$ cat src/rtl/imem_pkg.sv
// Shared types and the address legality check for the instruction-memory arbiter.
package imem_pkg;

  typedef enum logic [1:0] {
    RUN    = 2'd0,
    DRAIN  = 2'd1,
    HALTED = 2'd2
  } halt_state_t;

  typedef enum logic {
    GNT_F = 1'b0,
    GNT_D = 1'b1
  } grant_t;

  localparam int unsigned CHK_ADDR_W = 64;

  // Word-aligned and inside the array; callers zero-extend their address to CHK_ADDR_W.
  function automatic logic addr_ok(input logic [CHK_ADDR_W-1:0] addr,
                                   input int unsigned          mem_size);
    return (addr[1:0] == 2'b00) &&
           (addr[CHK_ADDR_W-1:2] < (CHK_ADDR_W-2)'(mem_size));
  endfunction

endpackage

$ cat src/rtl/imem_arbiter_rr_arb2.sv
// Two-way round-robin arbiter with per-requester enable mask and last-grant memory.
module rr_arb2
  import imem_pkg::*;
(
  input  logic clk,
  input  logic rst_n,
  input  logic req_f,
  input  logic req_d,
  input  logic en_f,
  input  logic en_d,
  output logic gnt_f_c,
  output logic gnt_d_c
);

  grant_t last_q;
  logic   vld_f;
  logic   vld_d;

  // On conflict, the side that did not win last time gets the slot.
  always_comb begin
    vld_f   = req_f && en_f;
    vld_d   = req_d && en_d;
    gnt_f_c = vld_f && (!vld_d || (last_q == GNT_D));
    gnt_d_c = vld_d && !gnt_f_c;
  end

  always_ff @(posedge clk or negedge rst_n) begin
    if (!rst_n) begin
      last_q <= GNT_D;
    end else if (gnt_f_c) begin
      last_q <= GNT_F;
    end else if (gnt_d_c) begin
      last_q <= GNT_D;
    end
  end

endmodule

$ cat src/rtl/imem_arbiter.sv
// Fetch/debug arbiter for the single-ported instruction memory, with loader halt control.
module imem_arbiter
  import imem_pkg::*;
#(
  parameter int unsigned ADDR_WIDTH = 32,
  parameter int unsigned DATA_WIDTH = 32,
  parameter int unsigned MEM_SIZE   = 512
) (
  input  logic                        clk,
  input  logic                        rst_n,
  input  logic                        f_req_valid,
  output logic                        f_req_ready,
  input  logic [ADDR_WIDTH-1:0]       f_addr,
  output logic                        f_rsp_valid,
  output logic [DATA_WIDTH-1:0]       f_rsp_data,
  output logic                        f_rsp_err,
  input  logic                        d_req_valid,
  output logic                        d_req_ready,
  input  logic                        d_we,
  input  logic [ADDR_WIDTH-1:0]       d_addr,
  input  logic [DATA_WIDTH-1:0]       d_wdata,
  output logic                        d_rsp_valid,
  output logic [DATA_WIDTH-1:0]       d_rsp_data,
  output logic                        d_rsp_err,
  input  logic                        halt_req,
  output logic                        halted,
  output logic [$clog2(MEM_SIZE)-1:0] mem_addr,
  output logic                        mem_we,
  output logic [DATA_WIDTH-1:0]       mem_wdata,
  input  logic [DATA_WIDTH-1:0]       mem_rdata
);

  localparam int unsigned IDX_W = $clog2(MEM_SIZE);

  halt_state_t state_q;
  halt_state_t state_d;
  logic        f_en;
  logic        gnt_f;
  logic        gnt_d;
  logic        f_ok;
  logic        d_ok;

  // Halt FSM: fetch is masked from the cycle halt_req is seen until the return to RUN.
  always_comb begin
    state_d = state_q;
    f_en    = 1'b0;
    unique case (state_q)
      RUN: begin
        f_en = !halt_req;
        if (halt_req) state_d = DRAIN;
      end
      DRAIN:   state_d = halt_req ? HALTED : RUN;
      HALTED:  if (!halt_req) state_d = RUN;
      default: state_d = RUN;
    endcase
  end

  always_ff @(posedge clk or negedge rst_n) begin
    if (!rst_n) begin
      state_q <= RUN;
      halted  <= 1'b0;
    end else begin
      state_q <= state_d;
      halted  <= (state_d == HALTED);
    end
  end

  rr_arb2 u_arb (
    .clk     (clk),
    .rst_n   (rst_n),
    .req_f   (f_req_valid),
    .req_d   (d_req_valid),
    .en_f    (f_en),
    .en_d    (1'b1),
    .gnt_f_c (gnt_f),
    .gnt_d_c (gnt_d)
  );

  assign f_ok        = addr_ok(CHK_ADDR_W'(f_addr), MEM_SIZE);
  assign d_ok        = addr_ok(CHK_ADDR_W'(d_addr), MEM_SIZE);
  assign f_req_ready = gnt_f;
  assign d_req_ready = gnt_d;

  // Only the granted requester reaches the array; erroring writes are suppressed.
  always_comb begin
    mem_addr  = '0;
    mem_we    = 1'b0;
    mem_wdata = '0;
    if (gnt_f) begin
      mem_addr = f_addr[2 +: IDX_W];
    end else if (gnt_d) begin
      mem_addr  = d_addr[2 +: IDX_W];
      mem_we    = d_we && d_ok;
      mem_wdata = d_wdata;
    end
  end

  // Response register: read data captured in the grant cycle, presented for one cycle.
  always_ff @(posedge clk or negedge rst_n) begin
    if (!rst_n) begin
      f_rsp_valid <= 1'b0;
      f_rsp_err   <= 1'b0;
      f_rsp_data  <= '0;
      d_rsp_valid <= 1'b0;
      d_rsp_err   <= 1'b0;
      d_rsp_data  <= '0;
    end else begin
      f_rsp_valid <= gnt_f;
      f_rsp_err   <= gnt_f && !f_ok;
      f_rsp_data  <= (gnt_f && f_ok) ? mem_rdata : '0;
      d_rsp_valid <= gnt_d;
      d_rsp_err   <= gnt_d && !d_ok;
      d_rsp_data  <= (gnt_d && d_ok && !d_we) ? mem_rdata : '0;
    end
  end

endmodule
$ cat config.mk
export PLATFORM = sky130hd
export DESIGN_NAME = imem_arbiter
export DESIGN_NICKNAME = d
export VERILOG_FILES = /design/src/rtl/imem_pkg.sv /design/src/rtl/imem_arbiter_rr_arb2.sv /design/src/rtl/imem_arbiter.sv
export SDC_FILE = /design/constraint.sdc
export NUM_CORES = 1
export LEC_CHECK = 0
export CAP_MARGIN = 10
export CORE_MARGIN = 2
export CORE_UTILIZATION = 37
export DETAILED_ROUTE_END_ITERATION = 16
export PLACE_DENSITY = 0.86
export SYNTH_ARGS = -nofsm -noshare
export SYNTH_HDL_FRONTEND = slang
export SYNTH_SLANG_ARGS = --single-unit
$ cat constraint.sdc
create_clock -name clk -period 3.5 [get_ports clk]
set_input_delay 0.7 -clock clk [delete_from_list [all_inputs] [get_ports clk]]
set_output_delay 0.7 -clock clk [all_outputs]
set_load 0.05 [all_outputs]
==> reports/metrics.csv <==
metric,value,unit
H-tree level count,3,
Setup crit start kind,primary input,
largest cells by area after synthesis,"dfrtp_1 53%, nor4_2 11%, and4_1 8.6%, and3_1 5.9%, nand2_1 4.7%",
"Core Util, Final",74.29,%
Buffers on Ports,246,
Final Hold Fails,0,
Synth Register Bits,72,
via-per-instance ratio,5.232,
area grow syn2layout,93.42,%
"Setup violations, final",0,
syn_area_per_cell,11.57,um^2
Top Ports,247,
final period utilization,93.05,%
core area,8763,um^2
P_sw,0.0007227,W
asr flop ratio synth,100.0,%
YS warnings,0,
CP Class,in -> out,
fin area,6510,um^2
Reg2Reg Depth,5,
"Seq/Total Area, Yosys",53.57,%
Die Area,9875,um^2
"Clk Latency, worst-skew pair",0.34,ns
Clock transition at path regs,0.08,ns
Max clock buf depth,2,
layout cell share with drive strength beyond 1,21.28,%
status,"finished, final reports clean",
Vias,3343,
gr ovfl total,0,
Nets,660,
CP required,2.80,ns
Lkg Pwr,2.809,nW
internal power,0.001612,W
first-pass GRT wire length,19200,um
Layout Skew,0.009963,ns
All-Layer GR Usage,24.98,%
DRT Wirelength,12430,um
maxcap violations,0,
Sum Neg Setup Slack,0,ns
most common cell in the synthesized netlist,dfrtp_1,
minimum clock period,3.257,ns
critical path endpoint,mem_addr[3],
CTS buffer count,9,
"Net Count, Synth",425,
VDD IR max,211.3,uV
Placed Instance Area,6284,um^2
Rel. slew slack,39.44,%
GPL Wtd Cong,0.8863,
"top cells by count, synth","71 x dfrtp_1, 42 x nand2_1, 33 x and4_1, 32 x and3_1, 29 x nor4_2",
hold crit path type,in -> async,
TritonRoute pass-1 iters,4,
RSZ-0062 raised after global routing,false,
Die X,99.38,um
largest net degree at the start of global routing,73,
Yosys top cell area share,52.79,%
chip height,99.38,um
RR Endpoint,f_rsp_data[29]$_DFF_PN0_,
Post-Syn Area,3366,um^2
post-CTS resize count,0,
Sequential Power Share,37.1,%
PwrDens,358.6,nW/um^2
"EDFF count, synth",0,
arrival time worst endpoint,2.56,ns
Post-Syn Instances,291,
dpl ws,0.2965,ns
Initial Utilization,38.41,%
hpwl dp,9396,um
CTS tree,built,
Net Sw Frac,30.95,%
Clock power frac,31.4,%
Iter 0 DRT Violations,124,
Synth cell types,31,
cell taking the most area after synthesis,dfrtp_1,
Routed wire per std cell,19.45,um
initial antenna violation count,0,
Crit Path Max Fanout,24,
Post CTS Setup Buffer Count,0,
Diodes inserted,0,
FP Rows,34,
"antenna viol nets, final",0,
main flop type after synthesis,dfrtp_1,
reg-to-reg setup timing slack,1.57,ns
worst slew pin tran,0.9084,ns
clk root buf,clkbuf_8,
vias in the first global route,3640,
Gate power share,31.5,%
max-slew violations,0,
PnR worst setup slack,0.2431,ns
fmax,307.0,MHz
Setup crit end kind,output pin,
CP startpoint,d_req_valid,
hold_buf cts,0,
drc violations,0,
CTS Sinks,72,
Reg-to-Reg Start,u_arb.last_q$_DFFE_PN1P_,
==> power groups by stage <==
stage	Combinational (W)	Sequential, W	Clock, W
floorplan	0.000290	0.000908	0
global placement	0.000723	0.000881	0
detailed placement	0.000735	0.000883	0
CTS	0.000738	0.000866	0.000749
global route	0.000770	0.000870	0.000784
finish	0.000735	0.000866	0.000733
==> cell type report <==
type,instances,area [um^2]
Multi-Input combinational cell,183,1368
Fill cell,589,2253
Tap cell,108,135.1
Clock inverter,7,102.6
Sequential cell,72,1803
Clock buffer,9,123.9
Inverter,4,15.01
Timing Repair Buffer,256,2963
==> worst min-delay path by stage <==
| stage | from | to | cells after the start |
|---|---|---|---|
| after CTS | rst_n | f_rsp_data[13]$_DFF_PN0_ | 1 |
| after detailed placement | u_arb.last_q$_DFFE_PN1P_ | u_arb.last_q$_DFFE_PN1P_ | 2 |
| final | rst_n | f_rsp_data[20]$_DFF_PN0_ | 1 |
| after global routing | rst_n | f_rsp_data[16]$_DFF_PN0_ | 1 |
| after floorplan | rst_n | d_rsp_data[0]$_DFF_PN0_ | 0 |
| after global placement | u_arb.last_q$_DFFE_PN1P_ | u_arb.last_q$_DFFE_PN1P_ | 2 |
==> worst max-delay path, cell delays in order <==
cell	delay, ns
clkdlybuf4s50_1	0.56
nand2b_1	0.26
nand2_2	0.16
inv_2	0.18
o21ai_0	0.48
buf_12	0.20
==> placed cells by master (no fill, tap or decap), drive strengths merged <==
cell           netlist  routed
a21bo                1       1
dfrtp               71      71
nand3                9       9
nor4                41      41
nand4                1       1
inv                  4       6
xor2                 1       1
nor3b                1       1
clkinv               0       3
and4                33      33
dfstp                1       1
clkdlybuf4s50        0     201
bufinv               0       2
nor4b                1       1
o21ai               10      10
a21oi                1       1
or4                  2       2
o21ba                1       1
clkbuf              20       9
buf                 12      55
nand2b               1       1
nor2                 1       1
nor3                 2       2
nand2               43      43
and2                 2       2
and3                32      32
==> logic make-up (layout without fill, tap and decap cells) <==
logic type             count (synthesis)  after routing  synth area share (%)
AND/OR/NAND/NOR                      169            169                 38.07
AO/OA/AOI/OAI                         13             13                 2.230
flip-flops                            72             72                 53.57
XOR/XNOR                               1              1                0.2603
buffers and inverters                 36            276                 5.873
==> per-layer routing <==
metal | share of wire [%] | global-route usage (%) | wire length, um | vias to the layer above
li1 | - | - | - | 1533
met1 | 37 | 28.79 | 4615 | 1617
met2 | 53 | 44.59 | 6593 | 160
met3 | 6.6 | 6.184 | 819 | 33
met4 | 3.2 | 9.694 | 399 | 0
met5 | 0 | 0 | 0 | -
==> through the flow <==
step,total power [W],hold slack (ns),std cells
final,0.002335,0.4881,639
after global routing,0.002424,0.5549,639
after CTS,0.002353,0.5014,639
after detailed placement,0.001618,0.5296,623
after global placement,0.001605,0.4850,623
after floorplan,0.001198,0.4044,291
==> flip-flops by register name, summed over array words and instances (netlist names) <==
signal	cells
halted	1
u_arb.last_q	1
f_rsp_err	1
d_rsp_valid	1
f_rsp_valid	1
d_rsp_data	32
d_rsp_err	1
state_q	2
f_rsp_data	32
Power figures use the tool's default switching activity.
